==> src/rtl/operand_fetch_pkg.sv <==
// ============================================================================
// Module : operand_fetch_pkg
// Brief  : Shared rv32i field positions and width defaults for operand fetch.
// Rev    : 1.0  initial release
// ============================================================================
`default_nettype none

package operand_fetch_pkg;

  localparam int DEF_DATA_WIDTH = 32;
  localparam int DEF_ADDR_WIDTH = 5;
  localparam int DEF_PC_WIDTH   = 32;
  localparam int INSTR_WIDTH    = 32;

  localparam int RS1_LSB = 15;
  localparam int RS2_LSB = 20;

  localparam logic [4:0] REG_ZERO = 5'd0;

endpackage

`default_nettype wire

==> src/rtl/operand_bypass.sv <==
// ============================================================================
// Module : operand_bypass
// Brief  : Resolves one source operand from rf data and the two writeback views.
// Rev    : 1.0  initial release
// ============================================================================
`default_nettype none

module operand_bypass
  import operand_fetch_pkg::*;
#(
  parameter int DATA_WIDTH = DEF_DATA_WIDTH,
  parameter int ADDR_WIDTH = DEF_ADDR_WIDTH
) (
  input  logic [ADDR_WIDTH-1:0] idx_i,
  input  logic [DATA_WIDTH-1:0] rf_data_i,
  input  logic                  wb_we_i,
  input  logic [ADDR_WIDTH-1:0] wb_addr_i,
  input  logic [DATA_WIDTH-1:0] wb_data_i,
  input  logic                  last_wb_we_i,
  input  logic [ADDR_WIDTH-1:0] last_wb_addr_i,
  input  logic [DATA_WIDTH-1:0] last_wb_data_i,
  output logic [DATA_WIDTH-1:0] operand_o
);

  // The rf returns the pre-write value when a write lands on its sample edge,
  // so the previous-edge write must override the rf data.
  always_comb begin
    operand_o = rf_data_i;
    if (idx_i == ADDR_WIDTH'(REG_ZERO)) begin
      operand_o = '0;
    end else if (wb_we_i && (wb_addr_i == idx_i)) begin
      operand_o = wb_data_i;
    end else if (last_wb_we_i && (last_wb_addr_i == idx_i)) begin
      operand_o = last_wb_data_i;
    end
  end

endmodule

`default_nettype wire

==> src/rtl/operand_fetch.sv <==
// ============================================================================
// Module : operand_fetch
// Brief  : Two-slot operand fetch stage with writeback bypass and output snoop.
// Rev    : 1.0  initial release
// ============================================================================
`default_nettype none

module operand_fetch
  import operand_fetch_pkg::*;
#(
  parameter int DATA_WIDTH = DEF_DATA_WIDTH,
  parameter int ADDR_WIDTH = DEF_ADDR_WIDTH,
  parameter int PC_WIDTH   = DEF_PC_WIDTH
) (
  input  logic                   clk,
  input  logic                   rst_n,
  input  logic                   flush,
  input  logic                   in_valid,
  output logic                   in_ready,
  input  logic [INSTR_WIDTH-1:0] in_instr,
  input  logic [PC_WIDTH-1:0]    in_pc,
  output logic [ADDR_WIDTH-1:0]  rf_rs1_addr,
  output logic [ADDR_WIDTH-1:0]  rf_rs2_addr,
  input  logic [DATA_WIDTH-1:0]  rf_rs1_data,
  input  logic [DATA_WIDTH-1:0]  rf_rs2_data,
  input  logic                   wb_we,
  input  logic [ADDR_WIDTH-1:0]  wb_addr,
  input  logic [DATA_WIDTH-1:0]  wb_data,
  output logic                   ex_valid,
  input  logic                   ex_ready,
  output logic [INSTR_WIDTH-1:0] ex_instr,
  output logic [PC_WIDTH-1:0]    ex_pc,
  output logic [DATA_WIDTH-1:0]  ex_rs1,
  output logic [DATA_WIDTH-1:0]  ex_rs2
);

  logic                   a_valid_q, a_valid_d;
  logic [INSTR_WIDTH-1:0] a_instr_q, a_instr_d;
  logic [PC_WIDTH-1:0]    a_pc_q, a_pc_d;
  logic                   ex_valid_q, ex_valid_d;
  logic [INSTR_WIDTH-1:0] ex_instr_q, ex_instr_d;
  logic [PC_WIDTH-1:0]    ex_pc_q, ex_pc_d;
  logic [DATA_WIDTH-1:0]  ex_rs1_q, ex_rs1_d;
  logic [DATA_WIDTH-1:0]  ex_rs2_q, ex_rs2_d;
  logic                   last_wb_we_q;
  logic [ADDR_WIDTH-1:0]  last_wb_addr_q;
  logic [DATA_WIDTH-1:0]  last_wb_data_q;

  logic                   x_free;
  logic                   a_move;
  logic                   accept;
  logic                   snoop;
  logic [INSTR_WIDTH-1:0] addr_instr;
  logic [DATA_WIDTH-1:0]  rs1_res;
  logic [DATA_WIDTH-1:0]  rs2_res;

  assign x_free   = !ex_valid_q || ex_ready;
  assign a_move   = a_valid_q && x_free;
  assign in_ready = !flush && (!a_valid_q || a_move);
  assign accept   = in_valid && in_ready;
  assign snoop    = ex_valid_q && !ex_ready && wb_we && (wb_addr != ADDR_WIDTH'(REG_ZERO));

  // A stalled slot A re-reads its own registers every cycle so its data stays fresh.
  assign addr_instr  = (a_valid_q && !a_move) ? a_instr_q : in_instr;
  assign rf_rs1_addr = addr_instr[RS1_LSB +: ADDR_WIDTH];
  assign rf_rs2_addr = addr_instr[RS2_LSB +: ADDR_WIDTH];

  operand_bypass #(
    .DATA_WIDTH (DATA_WIDTH),
    .ADDR_WIDTH (ADDR_WIDTH)
  ) u_bypass_rs1 (
    .idx_i          (a_instr_q[RS1_LSB +: ADDR_WIDTH]),
    .rf_data_i      (rf_rs1_data),
    .wb_we_i        (wb_we),
    .wb_addr_i      (wb_addr),
    .wb_data_i      (wb_data),
    .last_wb_we_i   (last_wb_we_q),
    .last_wb_addr_i (last_wb_addr_q),
    .last_wb_data_i (last_wb_data_q),
    .operand_o      (rs1_res)
  );

  operand_bypass #(
    .DATA_WIDTH (DATA_WIDTH),
    .ADDR_WIDTH (ADDR_WIDTH)
  ) u_bypass_rs2 (
    .idx_i          (a_instr_q[RS2_LSB +: ADDR_WIDTH]),
    .rf_data_i      (rf_rs2_data),
    .wb_we_i        (wb_we),
    .wb_addr_i      (wb_addr),
    .wb_data_i      (wb_data),
    .last_wb_we_i   (last_wb_we_q),
    .last_wb_addr_i (last_wb_addr_q),
    .last_wb_data_i (last_wb_data_q),
    .operand_o      (rs2_res)
  );

  always_comb begin
    a_valid_d  = a_valid_q;
    a_instr_d  = a_instr_q;
    a_pc_d     = a_pc_q;
    ex_valid_d = ex_valid_q;
    ex_instr_d = ex_instr_q;
    ex_pc_d    = ex_pc_q;
    ex_rs1_d   = ex_rs1_q;
    ex_rs2_d   = ex_rs2_q;

    if (flush) begin
      a_valid_d  = 1'b0;
      ex_valid_d = 1'b0;
    end else begin
      if (accept) begin
        a_valid_d = 1'b1;
        a_instr_d = in_instr;
        a_pc_d    = in_pc;
      end else if (a_move) begin
        a_valid_d = 1'b0;
      end

      if (a_move) begin
        ex_valid_d = 1'b1;
        ex_instr_d = a_instr_q;
        ex_pc_d    = a_pc_q;
        ex_rs1_d   = rs1_res;
        ex_rs2_d   = rs2_res;
      end else begin
        if (ex_ready) begin
          ex_valid_d = 1'b0;
        end
        // A held output entry tracks writebacks to its source registers.
        if (snoop) begin
          if (ex_instr_q[RS1_LSB +: ADDR_WIDTH] == wb_addr) ex_rs1_d = wb_data;
          if (ex_instr_q[RS2_LSB +: ADDR_WIDTH] == wb_addr) ex_rs2_d = wb_data;
        end
      end
    end
  end

  always_ff @(posedge clk or negedge rst_n) begin
    if (!rst_n) begin
      a_valid_q      <= 1'b0;
      a_instr_q      <= '0;
      a_pc_q         <= '0;
      ex_valid_q     <= 1'b0;
      ex_instr_q     <= '0;
      ex_pc_q        <= '0;
      ex_rs1_q       <= '0;
      ex_rs2_q       <= '0;
      last_wb_we_q   <= 1'b0;
      last_wb_addr_q <= '0;
      last_wb_data_q <= '0;
    end else begin
      a_valid_q      <= a_valid_d;
      a_instr_q      <= a_instr_d;
      a_pc_q         <= a_pc_d;
      ex_valid_q     <= ex_valid_d;
      ex_instr_q     <= ex_instr_d;
      ex_pc_q        <= ex_pc_d;
      ex_rs1_q       <= ex_rs1_d;
      ex_rs2_q       <= ex_rs2_d;
      last_wb_we_q   <= wb_we;
      last_wb_addr_q <= wb_addr;
      last_wb_data_q <= wb_data;
    end
  end

  assign ex_valid = ex_valid_q;
  assign ex_instr = ex_instr_q;
  assign ex_pc    = ex_pc_q;
  assign ex_rs1   = ex_rs1_q;
  assign ex_rs2   = ex_rs2_q;

endmodule

`default_nettype wire

==> config.mk <==
export PLATFORM = sky130hd
export DESIGN_NAME = operand_fetch
export DESIGN_NICKNAME = d
export VERILOG_FILES = /design/src/rtl/operand_fetch_pkg.sv /design/src/rtl/operand_bypass.sv /design/src/rtl/operand_fetch.sv
export SDC_FILE = /design/constraint.sdc
export NUM_CORES = 1
export LEC_CHECK = 0
export CAP_MARGIN = 20
export CELL_PAD_IN_SITES_DETAIL_PLACEMENT = 0
export CELL_PAD_IN_SITES_GLOBAL_PLACEMENT = 1
export CORE_MARGIN = 1.5
export CORE_UTILIZATION = 38
export DETAILED_ROUTE_END_ITERATION = 10
export PLACE_DENSITY = 0.82
export SYNTH_ARGS = -nofsm -noshare
export SYNTH_HDL_FRONTEND = slang
export SYNTH_SLANG_ARGS = --single-unit
==> constraint.sdc <==
create_clock -name clk -period 2.5 [get_ports clk]
set_input_delay 0.375 -clock clk [delete_from_list [all_inputs] [get_ports clk]]
set_output_delay 0.375 -clock clk [all_outputs]
set_load 0.05 [all_outputs]
==> impl_metrics.csv, run 1 <==
group,metric,value,unit
clocking,cts.sinks,232,
place,port_buffers,310,
routing,route.detailed.drc,0,
routing,wl_met3,3875,um
pwr,seqPwrFrac,34.1,%
timing,slew_headroom,30.69,%
clocking,cts_tree,"yes",
place,dp.cells,1597,
yosys,seq_area_frac_synth,51.86,%
critical_path,crit_type,"reg -> out",
routing,vias_per_cell,5.730,
yosys,synth.top_cell.area_share,51.86,%
cells_and_area,diodes,0,
cells_and_area,instances_no_fill,1646,
place,gp_congestion,0.8681,
yosys,synthCells,952,
critical_path,critPathRequiredTime,2.12,ns
floorplanning,chipHeight,174.6,um
clocking,clk_pin_slew,0.06,ns
yosys,synth_edf_count,0,
timing,max_freq,415.0,MHz
global_routing,grt_pass1_vias,9847,
critical_path,crit_chain,"nor2b_4 -> buf_4 -> nand2_4 -> bufbuf_16 -> mux2_2 -> buf_12",
routing,wl_met1,15270,um
run,max-cap-violations,0,
clocking,cts_max_level,1,
pwr,power_switching,6.201,mW
yosys,synthesis.nets,1123,
critical_path,worst_setup_path_start_kind,"flop",
yosys,yosys.area.top_type,"dfrtp_1",
clocking,clockRootBuffer,"clkbuf_16",
timing,holdWs,0.4205,ns
yosys,syn_area_per_cell,11.76,um2
yosys,async_reset_ff_share,100.0,%
routing,dr.pass1.iters,6,
critical_path,crit_fanout,5,
place,dpl.hpwl,26180,um
global_routing,grt-ovfl-total,0,
timing,tns,0,ns
floorplanning,coreArea,0.02886,mm2
cells_and_area,nets,1414,
pwr,p_leak,6.068,nW
timing,slew_viol_final,0,
cells_and_area,drive_gt1_share,20.68,%
clocking,clock_latency,0.53,ns
critical_path,slowest_delay,0.37,ns
yosys,synth_ff_type,"dfrtp_1",
yosys,synth.most_common_cell,"dfrtp_1",
pwr,ir_drop,0.0007555,V
global_routing,grt.total_usage,24.45,%
routing,routed_wl,37670,um
clocking,clock_path_buffers,3,
pwr,power,15.53,mW
floorplanning,ios,311,
critical_path,setup.worst_path.end_class,"primary output",
clocking,cts_buffers,26,
yosys,syn_area,0.01120,mm2
timing,fin_ws,0.09064,ns
critical_path,path_buf_inv,3,
timing,setup_violations,0,
critical_path,critPathTopFamily,"buffers and inverters",
yosys,synthTopCellsByArea,"dfrtp_1 (52%), mux2_2 (14%), o32a_1 (5.7%)",
timing,fin_skew,0.01570,ns
cells_and_area,area_growth,42.22,%
routing,vias,9431,
global_routing,grt_max_degree,68,
min_path,hold_path.class,"in -> async",
floorplanning,rows,62,
floorplanning,die-area,0.03050,mm2
routing,dr.first_iter.drc_count,790,
pwr,p_sw_share,39.93,%
timing,finalHoldViolCount,0,
yosys,ys_seq_elements,232,
timing,rsz0062_at_grt,"no",
routing,wl_per_cell,22.89,um
global_routing,antenna_found_initial,1,
pwr,p_int,9.327,mW
yosys,ys_top_cells_by_count,"dfrtp_1 (232), mux2_2 (138), o21a_1 (65), or3_1 (65), o32a_1 (64)",
yosys,yosys_warnings,0,
timing,period_minus_slack,2.409,ns
timing,worst_pin_slew,1.037,ns
critical_path,r2r_setup_slack,0.20,ns
floorplanning,die_w,174.6,um
floorplanning,floorplan.initialDensity,38.80,%
critical_path,slowest_stage,"dfrtp_1",
timing,min_period_over_period,96.37,%
pwr,p_clk_share,24.6,%
routing,ant_nets,0,
global_routing,grt_pass1_wl,58720,um
pwr,combPwrFrac,41.4,%
pwr,powerDensity,975.3,mW/mm2
critical_path,arrival,2.03,ns
place,dpl_worst_slack,-0.3443,ns
status,status,"finished clean",
routing,top_layer,"met5",
yosys,synth_cell_types,32,
routing,wl_met2,17790,um
==> layout make-up <==
type | count | area (um2)
timing repair buffer | 362 | 3799
clock inverter | 7 | 62.56
fill | 2498 | 12930
multi-input combinational | 620 | 4977
tap | 384 | 480.5
clock buffer | 40 | 794.5
sequential | 232 | 5806
inverter | 1 | 3.754
==> per-stage QoR <==
step           cell area, um2  util (%)
2_1_floorplan           11200         -
3_3_place_gp            15000     51.99
3_5_place_dp            15000     51.99
4_1_cts                 15920     55.18
5_1_grt                 15920     55.18
6_report                15920     55.18
==> final timing paths <==
| path | startpoint | to | cells past startpoint |
|---|---|---|---|
| worst min-delay path | rst_n | ex_rs2[25] | 2 |
| max in group asynchronous | rst_n | a_pc_q[3] | 3 |
| worst min register to register | a_pc_q[12] | a_pc_q[12] | 1 |
| worst max register to register | ex_instr[18] | ex_rs1[27] | 5 |
| worst max-delay path | ex_valid | rf_rs2_addr[0] | 6 |
| min in group clk | wb_we | last_wb_we_q | 1 |
==> placed cells by master, fill, tap and decap left out, drive strengths merged, types with 22 or more instances in the layout <==
cell type      Yosys  routed
o32a              64      64
nand2             36      36
a31oi             63      63
xnor2             22      22
o21ai             63      63
o21a              65      65
o31ai             63      63
clkbuf            57      40
mux2             138     138
dfrtp            232     232
buf               42      62
or3               65      65
clkdlybuf4s50      0     298
==> cells by family (layout without fill, tap and decap cells) <==
logic type                count (synthesis)  count (layout)  share of synthesized area, %
AOI/OAI and AO/OA                       327             327                         21.45
DFF                                     232             232                         51.86
muxes                                   138             138                         13.88
and+or+nand+nor                         125             125                         6.147
buffers and inverters                   100             410                         4.325
xor gates and xnor gates                 30              30                         2.347
==> flip-flops by register name (all words and copies together), names as in the netlist, 5 cells and up <==
| signal | cells |
|---|---|
| ex_rs1 | 32 |
| ex_pc | 32 |
| a_pc_q | 32 |
| ex_rs2 | 32 |
| a_instr_q | 32 |
| last_wb_data_q | 32 |
| last_wb_addr_q | 5 |
| ex_instr | 32 |
==> layer usage <==
layer,up-vias,track usage (%)
met5,-,0
met1,4712,31.47
li1,4208,-
met4,2,5.662
met3,53,8.333
met2,456,39.75
==> power by group through the flow <==
stage	sequential (mW)	combinational, mW	clock [mW]
2_1_floorplan	7.68	1.45	0
3_3_place_gp	5.31	6.37	0
3_5_place_dp	5.35	6.42	0
4_1_cts	5.30	6.45	3.90
5_1_grt	5.40	6.70	4.05
6_report	5.29	6.43	3.81
==> repair_timing <==
item	4_1_cts	5_1_grt
resized for setup	5	0
hold endpoints to repair	62	0
setup endpoints to repair	9	0
buffers inserted	1	0
hold buffers	1	0
(Power assumes the default switching activity.)
==> run 2, diff against run 1 <==
Settings changed: ABC_CLOCK_PERIOD_IN_PS from default to 2500, CORE_ASPECT_RATIO from default to 1.4.
==> run 2 against run 1 <==
Flip-flop and latch count unchanged. Via count decreased by 1.9%. Maximum frequency increased by 2.4%. Clock skew increased by 0.011 ns. Total power about the same. Combinational power decreased by 1%. Design area decreased by 0.12%. Hold slack got worse by 0.058 ns. Die area about the same. Clock power increased by 2%. Sequential share of layout area about the same. Wire length decreased by 5.3%.
==> impl_metrics.csv, run 2 (same netlist as run 1, synthesis figures left out) <==
group,metric,value,unit
cells_and_area,final_cell_mix,"clkdlybuf4s50_1 (298), dfrtp_1 (232), mux2_2 (128)",
pwr,p_leak,6.066,nW
place,gp_congestion,0.8559,
critical_path,slowest_stage,"dfrtp_1",
timing,finalHoldViolCount,0,
pwr,ir_drop,0.0006188,V
floorplanning,rows,74,
run,max-cap-violations,0,
timing,max_freq,425.0,MHz
routing,dr.first_iter.drc_count,458,
pwr,p_int,9.443,mW
timing,fin_skew,0.02660,ns
routing,wl_per_cell,21.81,um
global_routing,grt.total_usage,23.36,%
cells_and_area,final_core_util,54.70,%
pwr,p_sw_share,39.22,%
timing,setup_violations,0,
clocking,post_cts.repair.setup_buffers,0,
place,dpl_worst_slack,-0.2510,ns
critical_path,crit_fanout,9,
pwr,p_clk_share,25.0,%
timing,slew_headroom,31.55,%
critical_path,r2r_setup_slack,0.15,ns
clocking,clock_latency,0.53,ns
routing,vias,9251,
clocking,clk_pin_slew,0.06,ns
min_path,hold_path.class,"in -> async",
clocking,clockRootBuffer,"clkbuf_16",
critical_path,crit_chain,"nor2b_2 -> buf_4 -> nand2_4 -> buf_8 -> mux2_4 -> buf_12",
floorplanning,die-area,0.03052,mm2
global_routing,grt_pass1_vias,9816,
routing,vias_per_cell,5.655,
pwr,power,15.54,mW
global_routing,grt-ovfl-total,0,
clocking,cts_max_level,1,
timing,min_period_over_period,94.11,%
clocking,clock_path_buffers,3,
floorplanning,coreArea,0.02907,mm2
clocking,cts_tree,"yes",
timing,fin_ws,0.1472,ns
clocking,cts_buffers,24,
routing,routed_wl,35670,um
critical_path,slowest_delay,0.38,ns
cells_and_area,area_growth,42.05,%
global_routing,grt_max_degree,65,
floorplanning,die_w,148.1,um
timing,worst_pin_slew,1.024,ns
cells_and_area,drive_gt1_share,20.11,%
critical_path,critPathTopFamily,"buffers and inverters",
global_routing,antenna_found_initial,2,
clocking,cts.sinks,232,
floorplanning,floorplan.initialDensity,38.51,%
status,status,"finished clean",
timing,slew_viol_final,0,
timing,rsz0062_at_grt,"no",
routing,route.detailed.drc,0,
critical_path,r2r_end,"ex_rs2[17]",
floorplanning,chipHeight,206.1,um
routing,dr.pass1.iters,5,
timing,period_minus_slack,2.353,ns
pwr,power_switching,6.094,mW
routing,ant_nets,0,
global_routing,grt_pass1_wl,55960,um
critical_path,critPathRequiredTime,2.12,ns
critical_path,worst-r2r-cell-count,6,
critical_path,crit_type,"reg -> out",
cells_and_area,nets,1407,
critical_path,setup.worst_path.end_class,"primary output",
pwr,seqPwrFrac,34.0,%
critical_path,worst_setup_path_start_kind,"flop",
floorplanning,ios,311,
critical_path,r2r_start,"ex_valid",
cells_and_area,layout_commonest_cell,"clkdlybuf4s50_1",
place,port_buffers,310,
critical_path,arrival,1.98,ns
critical_path,path_buf_inv,3,
pwr,powerDensity,976.9,mW/mm2
place,dpl.hpwl,24180,um
pwr,combPwrFrac,40.9,%
cells_and_area,fillers,2537,
run 2: through the flow:
stage / TNS (ns) / cell area, um2 / std cells / hold WS (ns)
2_1_floorplan: 0 / 11200 / 952 / 0.07941
3_3_place_gp: -11.78 / 14970 / 1589 / 0.3449
3_5_place_dp: -13.41 / 14970 / 1589 / 0.3491
4_1_cts: 0 / 15900 / 1633 / 0.3680
5_1_grt: 0 / 15900 / 1635 / 0.4101
6_report: 0 / 15900 / 1636 / 0.3626
run 2: per-layer routing:
| layer | vias to the layer above | GRT usage, % | share of wire (%) |
|---|---|---|---|
| li1 | 4193 | - | - |
| met1 | 4565 | 27.90 | 37 |
| met2 | 405 | 39.64 | 50 |
| met3 | 88 | 6.071 | 8.5 |
| met4 | 0 | 10.29 | 4.2 |
| met5 | - | 0 | 0 |
run 2: worst max path at each step:
stage | slack [ns] | depth (start not counted) | end | start
after floorplan | 0.13 | 6 | a_instr_q[0] | ex_valid
after global placement | -0.20 | 7 | ex_rs1[17] | wb_addr[3]
final | 0.15 | 6 | rf_rs2_addr[2] | ex_valid
after global routing | 0.01 | 6 | ex_rs1[25] | ex_valid
after CTS | 0.10 | 6 | rf_rs2_addr[2] | ex_valid
after detailed placement | -0.25 | 6 | ex_rs1[23] | wb_addr[2]
run 2: what timing repair did:
action	CTS	global route
endpoints found under the hold margin	51	0
resized for setup	18	0
hold buffers	1	0
endpoints found under the setup margin	10	0
run 2: cell type report:
type,instances,area (um2),share of cell area [%]
Antenna cell,3,7.507,0.04720
Clock buffer,38,724.4,4.555
Clock inverter,5,128.9,0.8103
Inverter,1,3.754,0.02360
Multi-Input combinational cell,620,5032,31.64
Sequential cell,232,5806,36.50
Tap cell,380,475.5,2.990
Timing Repair Buffer,357,3726,23.43
run 2: power groups by stage:
stage / sequential, mW / combinational, mW / clock, mW
after CTS: 5.29 / 6.40 / 4.00
after floorplan: 7.68 / 1.45 / 0
after global routing: 5.39 / 6.65 / 4.13
final: 5.29 / 6.36 / 3.89
after global placement: 5.32 / 6.31 / 0
after detailed placement: 5.35 / 6.37 / 0
